File: src/rtl/mem_pkg.sv
// rtl/mem_pkg.sv - shared memory-port constants, request type and round-robin search
package mem_pkg;

    localparam int MEM_ADDR_W = 32;
    localparam int MEM_WORD_W = 64;

    typedef struct packed {
        logic                  we;
        logic [MEM_ADDR_W-1:0] addr;
        logic [MEM_WORD_W-1:0] wdata;
    } mem_req_t;

    // First set bit of valid at or after ptr, wrapping; n is a power of two.
    // Returns ptr when nothing is valid, callers qualify with |valid.
    function automatic int unsigned rr_next(input int unsigned ptr,
                                            input logic [31:0]   valid,
                                            input int unsigned   n);
        int unsigned idx;
        rr_next = ptr;
        for (int unsigned k = n; k > 0; k--) begin
            idx = (ptr + k - 1) & (n - 1);
            if (valid[idx[4:0]]) begin
                rr_next = idx;
            end
        end
    endfunction

endpackage

File: src/rtl/rr_arbiter.sv
// rtl/rr_arbiter.sv - round-robin grant with priority pointer; optional grant lock under ARB_LOCK_EN
module rr_arbiter
    import mem_pkg::*;
#(
    parameter int NUM_CORES = 4
`ifdef ARB_LOCK_EN
    ,
    parameter int LOCK_MAX  = 8
`endif
) (
    input  logic                         clk,
    input  logic                         reset,
    input  logic [NUM_CORES-1:0]         valid,
`ifdef ARB_LOCK_EN
    input  logic [NUM_CORES-1:0]         lock,
`endif
    output logic [NUM_CORES-1:0]         grant,
    output logic [$clog2(NUM_CORES)-1:0] grant_id,
    output logic                         grant_any
);

    localparam int PTR_W = $clog2(NUM_CORES);

    logic [PTR_W-1:0] ptr;
    logic [PTR_W-1:0] rr_id;

    // Round-robin candidate; nothing is granted while reset is held
    always_comb begin
        rr_id     = PTR_W'(rr_next(32'(ptr), 32'(valid), NUM_CORES));
        grant_any = (|valid) & ~reset;
    end

`ifdef ARB_LOCK_EN
    localparam int CNT_W = $clog2(LOCK_MAX + 1);

    logic             lock_hold;
    logic [PTR_W-1:0] lock_id;
    logic [CNT_W-1:0] lock_cnt;
    logic             forced;
    logic [CNT_W-1:0] run_next;

    // A held lock overrides round-robin while its owner keeps requesting
    always_comb begin
        forced   = lock_hold & valid[lock_id];
        grant_id = forced ? lock_id : rr_id;
        run_next = forced ? lock_cnt + CNT_W'(1) : CNT_W'(1);
    end

    // Track the lock owner and its run of consecutive locked grants; a full run releases it
    always_ff @(posedge clk or posedge reset) begin
        if (reset) begin
            lock_hold <= 1'b0;
            lock_id   <= '0;
            lock_cnt  <= '0;
        end else if (grant_any && lock[grant_id] && (int'(run_next) < LOCK_MAX)) begin
            lock_hold <= 1'b1;
            lock_id   <= grant_id;
            lock_cnt  <= run_next;
        end else begin
            lock_hold <= 1'b0;
            lock_cnt  <= '0;
        end
    end
`else
    // Pure round-robin selection
    always_comb begin
        grant_id = rr_id;
    end
`endif

    // One-hot grant vector
    always_comb begin
        grant = '0;
        if (grant_any) begin
            grant[grant_id] = 1'b1;
        end
    end

    // Priority moves just past the last winner; wraps naturally for power-of-two counts
    always_ff @(posedge clk or posedge reset) begin
        if (reset) begin
            ptr <= '0;
        end else if (grant_any) begin
            ptr <= grant_id + PTR_W'(1);
        end
    end

endmodule

File: src/rtl/ram_port_arbiter.sv
// rtl/ram_port_arbiter.sv - multiplexes core requests onto one RAM port, returns responses one cycle later; ARB_LOCK_EN adds req_lock
module ram_port_arbiter
    import mem_pkg::*;
#(
    parameter int NUM_CORES = 4,
    parameter int ADDR_W    = MEM_ADDR_W,
    parameter int WORD_W    = MEM_WORD_W,
    parameter int LOCK_MAX  = 8
) (
    input  logic                        clk,
    input  logic                        reset,
    input  logic [NUM_CORES-1:0]        req_valid,
    input  logic [NUM_CORES-1:0]        req_we,
    input  logic [NUM_CORES*ADDR_W-1:0] req_addr,
    input  logic [NUM_CORES*WORD_W-1:0] req_wdata,
`ifdef ARB_LOCK_EN
    input  logic [NUM_CORES-1:0]        req_lock,
`endif
    output logic [NUM_CORES-1:0]        req_ready,
    output logic [NUM_CORES-1:0]        resp_valid,
    output logic [WORD_W-1:0]           resp_rdata,
    output logic [ADDR_W-1:0]           ram_address,
    output logic [WORD_W-1:0]           ram_data,
    output logic                        ram_wren,
    input  logic [WORD_W-1:0]           ram_q
);

    localparam int ID_W = $clog2(NUM_CORES);

    if (NUM_CORES < 2 || (NUM_CORES & (NUM_CORES - 1)) != 0 || LOCK_MAX < 1) begin : g_bad_cfg
        $error("ram_port_arbiter: NUM_CORES must be a power of two >= 2 and LOCK_MAX >= 1");
    end

    logic [ID_W-1:0] grant_id;
    logic            grant_any;
    logic            pend_valid;
    logic [ID_W-1:0] pend_id;

    rr_arbiter #(
        .NUM_CORES (NUM_CORES)
`ifdef ARB_LOCK_EN
        ,
        .LOCK_MAX  (LOCK_MAX)
`endif
    ) u_arb (
        .clk       (clk),
        .reset     (reset),
        .valid     (req_valid),
`ifdef ARB_LOCK_EN
        .lock      (req_lock),
`endif
        .grant     (req_ready),
        .grant_id  (grant_id),
        .grant_any (grant_any)
    );

    // Steer the granted channel onto the RAM port; idle port is driven to zero
    always_comb begin
        ram_address = '0;
        ram_data    = '0;
        ram_wren    = 1'b0;
        if (grant_any) begin
            ram_address = req_addr[int'(grant_id)*ADDR_W +: ADDR_W];
            ram_data    = req_wdata[int'(grant_id)*WORD_W +: WORD_W];
            ram_wren    = req_we[grant_id];
        end
    end

    // Remember who was granted so the RAM's registered output can be routed back
    always_ff @(posedge clk or posedge reset) begin
        if (reset) begin
            pend_valid <= 1'b0;
            pend_id    <= '0;
        end else begin
            pend_valid <= grant_any;
            if (grant_any) begin
                pend_id <= grant_id;
            end
        end
    end

    // Response strobe to the pending owner; data is the RAM output passed straight through
    always_comb begin
        resp_valid = '0;
        if (pend_valid) begin
            resp_valid[pend_id] = 1'b1;
        end
        resp_rdata = ram_q;
    end

endmodule

File: config.mk
export PLATFORM = sky130hd
export DESIGN_NAME = ram_port_arbiter
export DESIGN_NICKNAME = d
export VERILOG_FILES = /design/src/rtl/mem_pkg.sv /design/src/rtl/rr_arbiter.sv /design/src/rtl/ram_port_arbiter.sv
export SDC_FILE = /design/constraint.sdc
export NUM_CORES = 1
export LEC_CHECK = 0
export ABC_AREA = 1
export CORE_AREA = 2 2 241 243
export CTS_CLUSTER_DIAMETER = 120
export CTS_CLUSTER_SIZE = 14
export DETAILED_ROUTE_END_ITERATION = 16
export DIE_AREA = 0 0 243 245
export HOLD_SLACK_MARGIN = 0.15
export PLACE_DENSITY = 0.46
export SYNTH_ARGS = -nofsm -noshare
export SYNTH_HDL_FRONTEND = slang
export SYNTH_SLANG_ARGS = --single-unit
File: constraint.sdc
create_clock -name clk -period 3.14 [get_ports clk]
set_clock_uncertainty 0.2 [all_clocks]
set_input_delay 0.628 -clock clk [delete_from_list [all_inputs] [get_ports clk]]
set_output_delay 0.628 -clock clk [all_outputs]
set_load 0.02 [all_outputs]
After elaboration in Yosys (flattened, before gate mapping) --
Index checks and enable logic that the tools add are counted.
Word-level totals: flip-flop bits (word level) 5, input bits 458, logic and storage cells 50
Operators by class: add/subtract/negate cells 9, $lt $le $gt $ge 8, shifts and indexed selects 2, multiplexer cells 23, bitwise logic cells 2, reductions and logical operators 3
Operator list (number):
- $shiftx A256 B9 Y64 | 1
- $shiftx A128 B8 Y32 | 1
- $mux W64 | 1
- $mux W32 | 1
- $lt A2 B6 Y1 const B | 4
- $bmux W1 S2 | 5
- $mux W1 | 8
- $mux W2 | 4
- $mux W4 | 2
- $sub A2 B1 Y2 const B | 4
- $add A2 B1 Y2 const B | 3
- $lt A2 B3 Y1 const B | 2
- $add A2 B2 Y2 const B | 2
- $demux W1 S2 | 2
- $ge A2 B1 Y1 const B | 2
- $reduce_or A4 Y1 | 1
- $logic_and A1 B1 Y1 | 2
- $and A1 B1 Y1 | 1
- $not A1 Y1 | 1

Longest topological paths before layout --
Gate-level depths: netlist of the first run.
depth after elaboration 13, mapped depth 17, gate-level depth less buffers 14

Modules after synthesis --
From an unflattened synthesis of the first run, not the netlist that was laid out.
Second synthesis, totals: cell total of the unflattened synthesis 1292, area total of the unflattened synthesis 5911.9 µm²
By module, submodules not included:
- ram_port_arbiter | times used 1, cells each 1223, area an instance 5477.8 µm², seq. area each 75.1 µm²
- rr_arbiter | times used 1, cells each 69, area an instance 434.2 µm², seq. area each 50.0 µm²

Least setup slack after synthesis of the first run --
OpenSTA, ideal clock, no wires.
kind input-to-output, start in req_valid[1], end out req_ready[0], data arrival time 2.181 ns, required time 2.312 ns, path slack 0.131 ns, stages 15, path through inv_1 -> o21ai_1 -> nand2_1 -> nand2_1 -> nand2_1 -> nand2_1 -> nand2_1 -> nand2_2 -> nand2_4 -> inv_2 -> buf_6 -> buf_2 -> ha_1 -> inv_1 -> nor2_1
Between the ends: cells in the longest elaborated chain, start to end 11
RTL lines:
- from (decl) | RTL line ram_port_arbiter.sv:12 | input logic [NUM_CORES-1:0] req_valid,
- $bmux W1 S2 | RTL line mem_pkg.sv:22 | if (valid[idx[4:0]]) begin
- $mux W1 (implied by the code) | RTL line mem_pkg.sv:22
- $mux W2 (4 in a row) | RTL line mem_pkg.sv:22
- $lt A2 B3 Y1 (implied by the code) / $ge A2 B1 Y1 (equally long branches) | RTL line rr_arbiter.sv:75 | grant[grant_id] = 1'b1;
- $logic_and A1 B1 Y1 (implied by the code) | RTL line rr_arbiter.sv:75
- $mux W1 (implied by the code) | RTL line rr_arbiter.sv:75
- $demux W1 S2
- $mux W4 * | RTL line rr_arbiter.sv:74 | if (grant_any) begin
- to (decl) | RTL line ram_port_arbiter.sv:19 | output logic [NUM_CORES-1:0] req_ready,
Every way passes the cells marked *; elsewhere a longest branch is shown, timed or not. The select of a mux whose other input is x is not followed.

Final worst setup path of the first run --
start in req_valid[1], end out ram_address[1]
Between the ends: cells in the longest elaborated chain, start to end 8
RTL lines:
- $bmux W1 S2 | RTL line mem_pkg.sv:22
- $mux W1 (implied by the code) | RTL line mem_pkg.sv:22
- $mux W2 (4 in a row) | RTL line mem_pkg.sv:22
- $shiftx A128 B8 Y32 | RTL line ram_port_arbiter.sv:63 | ram_address = req_addr[int'(grant_id)*ADDR_W +: ADDR_W];
- $mux W32 * | RTL line ram_port_arbiter.sv:62 | if (grant_any) begin
- to (decl) | RTL line ram_port_arbiter.sv:22 | output logic [ADDR_W-1:0] ram_address,
Marked as above.

==> run metrics, run 1 <==
status finished with violations; failing checks negative setup slack; top cells by count, synth 246 x nand2_1, 233 x inv_1, 111 x nand3_1, 70 x buf_4, 61 x o211ai_1; Cells after Synth between 1000 and 1500; RD Place Congestion 0.941; CP Max Fanout 8; Post-synth top flop dfrtp_1; post-synth top area share 0.186; die footprint around 60000 um2; clock root cell clkbuf_16; Synth area leaders nand2_1 19%, inv_1 18%, nand3_1 11%, buf_4 11%, o211ai_1 9.2%; Fmax 0.300 GHz; initial core utilization 0.0869; Slowest Stage Delay on Critical Path 0.22 ns; grt total ovfl 0; worst setup path class primary input to output pin; hold-fix buffers at CTS 0; clk_lat worst skew about 0.23 ns; final setup TNS -5.06 ns; P per Cell Area 1160 nW/um2; CTS max path bufs 2; Psw around 7.3 mW; worst min-delay path category primary input to async pin; Yosys cell types 28; Core ar. ~57000 um2; initial antenna violation count 3; WL final 36.0 mm; Int Pwr 6.39 mW; first-pass GRT wire length 50.2 mm; worst slack, placed -1.04 ns; VDD IR max 0.000573 V; GRT Util Overall 0.110; Syn Area/Cell approximately 4.9 um2; DRC 0; Clk pwr share 0.015; Area Growth Syn to Fin 138%; fin. max-slew vios 0; clk sinks 5; Net Sw Frac 0.534; Layout Nets 1963; DR iter-0 viols 288; vias in the first global route 8123; Critical Path AT about 2.5 ns; RSZ-0062 raised after global routing true; Worst Setup End Kind output pin; layout cells sized above 1 0.213; IO Pins 627; Synth Cell Area 4950 um2; startpoint class of the critical path primary input; syn_nets about 1500; Seq/Total Area, Yosys 0.0253; DR vias/cell 3.62; clock-pin slew on the worst setup and hold paths approximately 0.03 ns; CP required around 2.3 ns; via count 8208; CTS tree done; Die Y-Extent roughly 250 um; Slew @ Worst Pin 0.527 ns; Final setup viols 66; Critical Path, Cell by Cell buf_2, inv_4, o21ai_4, nand2_2, nand2_2, inv_2, nand2_4, nand2_4, nand2_4, nand2_8, buf_16, buf_12, buf_12, o211ai_1, nand2_1, buf_6; IO buf count 498; placed cells 2219; Die X approximately 240 um; Detail Route Antenna Nets 0; maxcap violations 0; Final Hold Viols 0; Cell Rows 88; post-synthesis async set-or-reset flop share 1.00; most numerous cell in the Yosys netlist nand2_1; H-tree levels 1; R2R setup slack 0.83 ns; Post-synth EDFFs 0; largest net degree at the start of global routing 33; Final min period 3.34 ns; synth warn 0; synthesized flop and latch total 5; post-route non-filler standard cell count 2266; drt pass-1 iters 5; period utilisation layout 1.06; leakage around 5.6 nW; HPWL Detailed 27.7 mm; final worst slack -0.196 ns; Top cell by count, worst path nand2_4; CTS Buf Count 3; Combinational Power Share 0.976; Avg WL per Cell 15.9 um; slew margin rel. 0.649; worst r2r path cells 13; Sequential Power Share 0.009; Synth area leader nand2_1; Slowest cell on crit path o211ai_1
==> state kept, by name (all words and copies together), names as in the netlist <==
register and cells:
pend_id 2, pend_valid 1, u_arb.ptr 2
==> layout make-up <==
class                           instances  area (um2)
Fill cell                            6623       45200
Timing Repair Buffer                  622        6320
Multi-Input combinational cell        628        3390
Tap cell                              765         957
Inverter                              241         940
Sequential cell                         5         128
Clock buffer                            4        78.8
Antenna cell                            1        2.50
==> final timing paths <==
path                              startpoint        endpoint
worst min register to register    pend_id[1]      pend_id[1]
worst min-delay path                   reset      pend_valid
max in group asynchronous              reset    u_arb.ptr[1]
worst max-delay path            req_valid[1]  ram_address[1]
min in group clk                  pend_id[1]      pend_id[1]
worst max register to register  u_arb.ptr[0]    u_arb.ptr[1]
==> power by group through the flow <==
stage | Combinational [mW] | Clock (mW) | Sequential, mW
2_1_floorplan | 6.06 | 0 | 0.111
3_3_place_gp | 11.2 | 0 | 0.131
6_report | 13.4 | 0.209 | 0.124
3_5_place_dp | 11.2 | 0 | 0.133
4_1_cts | 12.5 | 0.211 | 0.116
5_1_grt | 14.4 | 0.218 | 0.130
==> kinds of logic (layout without fill, tap and decap cells) <==
logic type / after synthesis / in the layout / share of synthesized area
buffers and inverters: 375 / 867 / 0.357
AOI/OAI and AO/OA: 195 / 195 / 0.229
adders and majority gates: 4 / 4 / 0.0101
and+or+nand+nor: 429 / 429 / 0.378
other: 0 / 1 / 0
DFF: 5 / 5 / 0.0253
==> through the flow <==
stage	total power [mW]	area, um2	hold slack [ns]	util
3_5_place_dp	11.3	10800	0.386	0.190
6_report	13.7	11800	0.387	0.207
5_1_grt	14.8	11800	0.422	0.207
4_1_cts	12.8	11400	0.390	0.199
3_3_place_gp	11.3	10800	0.363	0.190
2_1_floorplan	6.17	4950	0.207	-
==> cell usage in the layout, fill, tap and decap left out, drive strengths merged <==
cell / count
ha: 4
diode: 1
o21ai: 85
bufbuf: 3
nand2: 248
clkbuf: 7
a31oi: 1
buf: 213
nand3b: 25
dfrtp: 5
nor2: 39
dlygate4sd2: 1
inv: 239
o21bai: 1
o211ai: 61
clkdlybuf4s50: 392
a21oi: 46
a41oi: 1
clkinv: 2
and2: 1
nand3: 112
clkdlybuf4s15: 10
nor3: 4
==> routing by layer <==
metal | global-route usage | up-vias | part of all wire
met5 | 0 | - | 0.00036
met4 | 0.0336 | 2 | 0.032
met3 | 0.0246 | 63 | 0.080
met2 | 0.191 | 408 | 0.48
met1 | 0.135 | 3677 | 0.41
li1 | - | 4058 | -
==> worst max-delay path, delay by kind of cell <==
family | cells | cell delay, ns
buffers and inverters | 7 | 0.82
AOI/OAI and AO/OA | 2 | 0.43
and+or+nand+nor | 7 | 0.60
==> what timing repair did <==
action,4_1_cts,5_1_grt
hold endpoints to repair,0,0
resized for setup,498,150
gates cloned,7,3
pin swaps,34,37
setup buffers,22,12
setup endpoints to repair,101,101
No activity file was read; power rests on OpenSTA's default activity.
==> inputs of run 2 (changes only) <==
--- a/config.mk
+++ b/config.mk
@@ -6,12 +6,13 @@
 export NUM_CORES = 1
 export LEC_CHECK = 0
 export ABC_AREA = 1
-export CORE_AREA = 2 2 241 243
+export CORE_AREA = 5 5 244 246
 export CTS_CLUSTER_DIAMETER = 120
 export CTS_CLUSTER_SIZE = 14
 export DETAILED_ROUTE_END_ITERATION = 16
-export DIE_AREA = 0 0 243 245
+export DIE_AREA = 0 0 249 251
 export HOLD_SLACK_MARGIN = 0.15
+export MAX_ROUTING_LAYER = met4
 export PLACE_DENSITY = 0.46
 export SYNTH_ARGS = -nofsm -noshare
 export SYNTH_HDL_FRONTEND = slang
==> run 2 against run 1 <==
Effect of this change: the run still ends with negative setup slack left; clock power is essentially flat; sequential cell count unchanged; first-iteration DRC count increased by 14%; design area up 17%; die area increased by 5.0%; sequential share of layout area decreased by 0.16 points; maximum frequency decreased by 2.7%; register-to-register slack got worse by 0.21 ns; critical path depth rose by 3; count of clock-buffer cells in the layout stayed put; via count up 6.5%; power rose by 37%; highest routed layer is now met4.
==> run metrics, run 2 (synthesis results as in run 1) <==
HPWL Detailed 29.2 mm (+5.5%); initial core utilization 0.0867 (-0.000167); vias in the first global route 9157 (+13%); Slowest cell on crit path o21ai_2; Avg WL per Cell 18.2 um (+15%); post-route non-filler standard cell count 2345 (+3.5%); placed cells 2228 (+0.41%); final setup TNS -18.18 ns (-13.11 ns); GRT Util Overall 0.126 (+0.0160); multi-input combinational cell area 4110 um2 (+21%); worst slack, placed -1.14 ns (-0.0980 ns); Area Growth Syn to Fin 180%; IO buf count 498 (unchanged); VDD IR max 0.000664 V (+16%); final worst slack -0.290 ns (-0.0934 ns); Final min period 3.43 ns (+0.0934 ns); status finished with violations; Layout Nets 2042 (+4.0%); clock root cell clkbuf_16; R2R setup slack 0.62 ns (-0.21 ns); commonest non-fill, non-tap cell in the layout clkdlybuf4s50_1; DR vias/cell 3.73 (+2.9%); met3 track demand over resource 0.0243 (-0.000289); DR iter-0 viols 329 (+14%); largest net degree at the start of global routing 27 (-18%); Reg-to-Reg End u_arb.ptr[1]; Critical Path, Cell by Cell buf_6, inv_4, o21ai_2, nand2_2, nand2_2, inv_2, nand2_4, nand2_4, nand2_8, buf_12, nand2_8, buf_6, buf_16, buf_8, buf_6, nand2_2, nand3_2, o21ai_2, buf_6; P per Cell Area 1350 nW/um2 (+17%); Top cell by count, worst path buf_6; most used routing layer met2; commonest cells after routing, fill and taps aside 392 x clkdlybuf4s50_1, 228 x inv_1, 180 x nand2_1; CTS max path bufs 2 (unchanged); hold-fix buffers at CTS 0 (unchanged); Cell Rows 88 (unchanged); leakage 6.46 nW (+15%); GR Util met1 0.153 (+0.0179); CP required 2.31 ns (about the same); R2R Path Start u_arb.ptr[0]; CP Max Fanout 5 (-3); Detail Route Antenna Nets 0 (unchanged); Core ar. 57100 um2 (+0.19%); maxcap violations 0 (unchanged); fin. max-slew vios 0 (unchanged); worst setup path class primary input to output pin; period utilisation layout 1.09 (+0.0297); worst min-delay path category primary input to async pin; CTS Buf Count 3 (unchanged); met2 usage 0.214 (+0.0228); RSZ-0062 raised after global routing true; die footprint 62500 um2 (+5.0%); layout cells sized above 1 0.334 (+0.120); clock-pin slew on the worst setup and hold paths 0.03 ns (about the same); post-layout util 0.243 (+0.0356); Die X 249 um (+2.5%); clk_lat worst skew 0.22 ns (about the same); register area 128 um2 (unchanged); drt pass-1 iters 5 (unchanged); worst r2r path cells 16 (+3); Worst Setup End Kind output pin; Fmax 0.292 GHz (-2.7%); WL final 42.8 mm (+19%); grt total ovfl 0 (unchanged); startpoint class of the critical path primary input; Buf+Inv Stages, Crit Path 9 (+2); Critical Path AT 2.60 ns (+0.09 ns); via count 8738 (+6.5%); failing checks negative setup slack; H-tree levels 1 (unchanged); CTS tree done; slew margin rel. 0.716 (+0.0667); Die Y-Extent 251 um (+2.4%); CP delay by family, top buffers and inverters; Slew @ Worst Pin 0.427 ns (-0.100 ns); Top Registers pend_id x2, u_arb.ptr x2, pend_valid x1; clk sinks 5 (unchanged); initial antenna violation count 2 (-1); first-pass GRT wire length 59.0 mm (+18%); fillers 6375 (-3.7%); Final Total Pwr 18.8 mW (+37%); Final Hold Viols 0 (unchanged); RD Place Congestion 0.885 (-6.0%); Slowest Stage Delay on Critical Path 0.26 ns (+0.04 ns); IO Pins 627 (unchanged); DRC 0 (unchanged); Final setup viols 101 (+53%)
-- run 2: changes by cell type in the layout (fill, tap and decap cells not counted), sizes merged --
cell,previous run,this run
nand2,248,250
clkdlybuf4s15,10,0
bufbuf,3,2
buf,213,301
-- run 2: worst reg2reg max path, delay by kind of cell (launching register included) --
kind / cells / cell delay (ns)
and+or+nand+nor: 10 / 0.76
DFF: 1 / 0.47
AOI/OAI and AO/OA: 1 / 0.08
adders and majority gates: 1 / 0.28
buffers and inverters: 4 / 0.60
-- run 2: per-layer routing --
layer	up-vias	wire [um]
li1	4224	-
met1	4010	17700
met2	425	21000
met3	79	2750
met4	0	1300
met5	-	0
-- run 2: worst max-delay path by stage --
stage / endpoint / depth (start not counted) / from
after floorplan: req_ready[0] / 15 / req_valid[1]
after global placement: ram_data[33] / 14 / req_valid[1]
after detailed placement: ram_address[2] / 13 / req_valid[1]
after CTS: ram_data[45] / 18 / u_arb.ptr[0]
after global routing: ram_address[24] / 19 / req_valid[1]
final: ram_data[41] / 19 / req_valid[1]
-- run 2: repair_timing --
item,4_1_cts,5_1_grt
pin swaps,83,76
gates resized for setup,816,175
setup endpoints to repair,101,101
buffers inserted,89,13
cloned,26,4
-- run 2: report_power, final --
part | switching [mW] | internal (mW) | total, mW
combinational | 9.28 | 9.14 | 18.4
sequential | 0.0446 | 0.0954 | 0.140
clock | 0.0396 | 0.168 | 0.208
-- run 2: stage by stage --
stage                     instance area (um2)  hold WS [ns]
after global routing                    13900         0.425
after CTS                               13300         0.391
after detailed placement                10900         0.385
after floorplan                          4950         0.207
after global placement                  10900         0.360
final                                   13900         0.386
-- run 2: cell type report --
class                           instances  area share
Clock buffer                            4     0.00568
Timing Repair Buffer                  699       0.551
Inverter                              241      0.0685
Antenna cell                            1    0.000180
Sequential cell                         5     0.00920
Tap cell                              765      0.0690
Multi-Input combinational cell        630       0.296
==> inputs of run 3 (changes only) <==
--- a/config.mk
+++ b/config.mk
@@ -12,8 +12,8 @@
 export DETAILED_ROUTE_END_ITERATION = 16
 export DIE_AREA = 0 0 249 251
 export HOLD_SLACK_MARGIN = 0.15
-export MAX_ROUTING_LAYER = met4
 export PLACE_DENSITY = 0.46
+export SLEW_MARGIN = 15
 export SYNTH_ARGS = -nofsm -noshare
 export SYNTH_HDL_FRONTEND = slang
 export SYNTH_SLANG_ARGS = --single-unit
==> run 3 against run 2 <==
Effect of this change: the run still ends with negative setup slack left; non-clock buffer count increased by 3; sequential share of layout area about the same; sequential cell count is the same; worst hold slack lost 0.0015 ns; wire length decreased by 4.4%; power rose by 2.7%; core utilization is 0.67 points higher; cell count hardly changed; combinational power increased by 3%; setup slack improved by 0.027 ns; clock power is essentially flat.
==> run metrics, run 3 (synthesis results as in run 1) <==
status finished with violations; failing checks negative setup slack; via count 8725 (-0.15%); Area Growth Syn to Fin 188%; P per Cell Area 1350 nW/um2 (about the same); CTS tree done; Avg WL per Cell 17.4 um (-4.5%); post-layout util 0.249 (+0.00670); H-tree levels 1 (unchanged); initial antenna violation count 1 (-1); slew margin rel. 0.720 (+0.00448); RD Place Congestion 0.886 (+0.16%); Top Registers pend_id x2, u_arb.ptr x2, pend_valid x1; Final Hold Viols 0 (unchanged); CP required 2.31 ns (about the same); clock root cell clkbuf_16; Final Total Pwr 19.3 mW (+2.7%); VDD IR max 0.000629 V (-5.2%); vias in the first global route 9158 (+0.011%); Slowest Stage Delay on Critical Path 0.50 ns (+0.24 ns); Worst Setup End Kind output pin; Critical Path, Cell by Cell buf_6, nand2_2, nand2_2, nand2_2, nand2_4, inv_4, nand2_4, nand2_4, nand2_4, nand2_8, buf_8, buf_16, buf_16, o211ai_1, nand2_1, buf_6; placed cells 2239 (+0.49%); DR iter-0 viols 298 (-9.4%); CTS Buf Count 3 (unchanged); maxcap violations 0 (unchanged); CP Max Fanout 8 (+3); hold-fix buffers at CTS 0 (unchanged); fillers 6273 (-1.6%); Critical Path AT 2.58 ns (-0.02 ns); largest net degree at the start of global routing 50 (+85%); GRT Util Overall 0.117 (-0.00873); Final min period 3.40 ns (-0.0266 ns); worst min-delay path category primary input to async pin; period utilisation layout 1.08 (-0.00846); startpoint class of the critical path flip-flop; grt total ovfl 0 (unchanged); RSZ-0062 raised after global routing true; worst r2r path cells 13 (-3); Final setup viols 101 (unchanged); drt pass-1 iters 5 (unchanged); Detail Route Antenna Nets 0 (unchanged); post-route non-filler standard cell count 2347 (+0.085%); clock-pin slew on the worst setup and hold paths 0.03 ns (about the same); final setup TNS -13.74 ns (+4.44 ns); IO buf count 498 (unchanged); R2R Path Start u_arb.ptr[0]; CTS max path bufs 2 (unchanged); first-pass GRT wire length 57.3 mm (-2.9%); IO Pins 627 (unchanged); final worst slack -0.263 ns (+0.0266 ns); Fmax 0.294 GHz (+0.78%); clk sinks 5 (unchanged); layout cells sized above 1 0.374 (+0.0401); HPWL Detailed 29.1 mm (-0.38%); Cell Rows 88 (unchanged); Slowest cell on crit path dfrtp_2; Top cell by count, worst path nand2_4; Die Y-Extent 251 um (unchanged); DR vias/cell 3.72 (-0.23%); Die X 249 um (unchanged); worst setup path class flip-flop to output pin; clk_lat worst skew 0.23 ns (about the same); WL final 40.9 mm (-4.4%); leakage 6.59 nW (+2.0%); Reg-to-Reg End u_arb.ptr[1]; Layout Nets 2044 (+0.098%); DRC 0 (unchanged); commonest non-fill, non-tap cell in the layout clkdlybuf4s50_1; die footprint 62500 um2 (unchanged); initial core utilization 0.0867 (unchanged); R2R setup slack 0.74 ns (+0.12 ns); Slew @ Worst Pin 0.420 ns (-0.00672 ns); fin. max-slew vios 0 (unchanged); commonest cells after routing, fill and taps aside 392 x clkdlybuf4s50_1, 224 x inv_1, 143 x nand2_1; Core ar. 57100 um2 (unchanged)
run 3: cell types whose count changed in the layout (fill, tap and decap cells not counted), moves of 5 or more:
cell,before,now
nor2_4,2,10
nand2_2,42,60
a21oi_1,21,14
buf_6,117,141
nand2_1,180,143
buf_12,37,31
nand2_4,23,43
clkbuf_16,6,11
a21oi_2,23,29
nor2_1,26,15
buf_4,107,95
run 3: critical path, delay by kind of cell, from the launching register on:
family / cells / cell delay (ns)
compound gates: 1 / 0.24
buf+inv: 6 / 0.83
flops: 1 / 0.50
simple gates: 9 / 0.77
run 3: per-layer routing:
metal  global-route usage  vias to the layer above  wire [um]
li1                     -                     4226          -
met1                0.143                     4019      16900
met2                0.207                      392      19500
met3               0.0243                       88       2560
met4               0.0388                        0       1830
met5                    0                        -          0
run 3: worst max path at each step:
stage,from,endpoint,slack [ns],depth (start not counted)
6_report,u_arb.ptr[0],ram_data[8],-0.26,16
3_3_place_gp,req_valid[1],req_ready[3],-1.13,15
3_5_place_dp,req_valid[1],req_ready[3],-1.13,15
2_1_floorplan,req_valid[1],req_ready[0],0.13,15
5_1_grt,u_arb.ptr[0],ram_address[6],-0.37,17
4_1_cts,u_arb.ptr[0],ram_data[19],-0.28,16
run 3: what timing repair did:
item	4_1_cts	5_1_grt
gates cloned	20	10
hold endpoints to repair	0	0
setup buffers	79	17
setup endpoints to repair	101	101
pin swaps	81	91
resized for setup	833	259
run 3: final cells by class:
type                    instances  area (um2)  area share
diodes                          1        2.50    0.000176
clock buffers                   4        78.8     0.00553
inverters                     241         937      0.0658
multi-input cells             629        4410       0.310
flip-flops and latches          5         128     0.00896
well taps                     765         957      0.0672
repair buffers                702        7730       0.543
run 3: report_power, final:
part           switching (mW)  internal [mW]
clock network          0.0423          0.168
logic                    9.41           9.50
registers              0.0579         0.0953
run 3: through the flow:
stage	area, um2	hold slack [ns]	worst slack [ns]
finish	14200	0.385	-0.263
global route	14200	0.415	-0.375
CTS	13200	0.387	-0.278
detailed placement	11000	0.405	-1.13
global placement	11000	0.370	-1.13
floorplan	4950	0.207	0.131
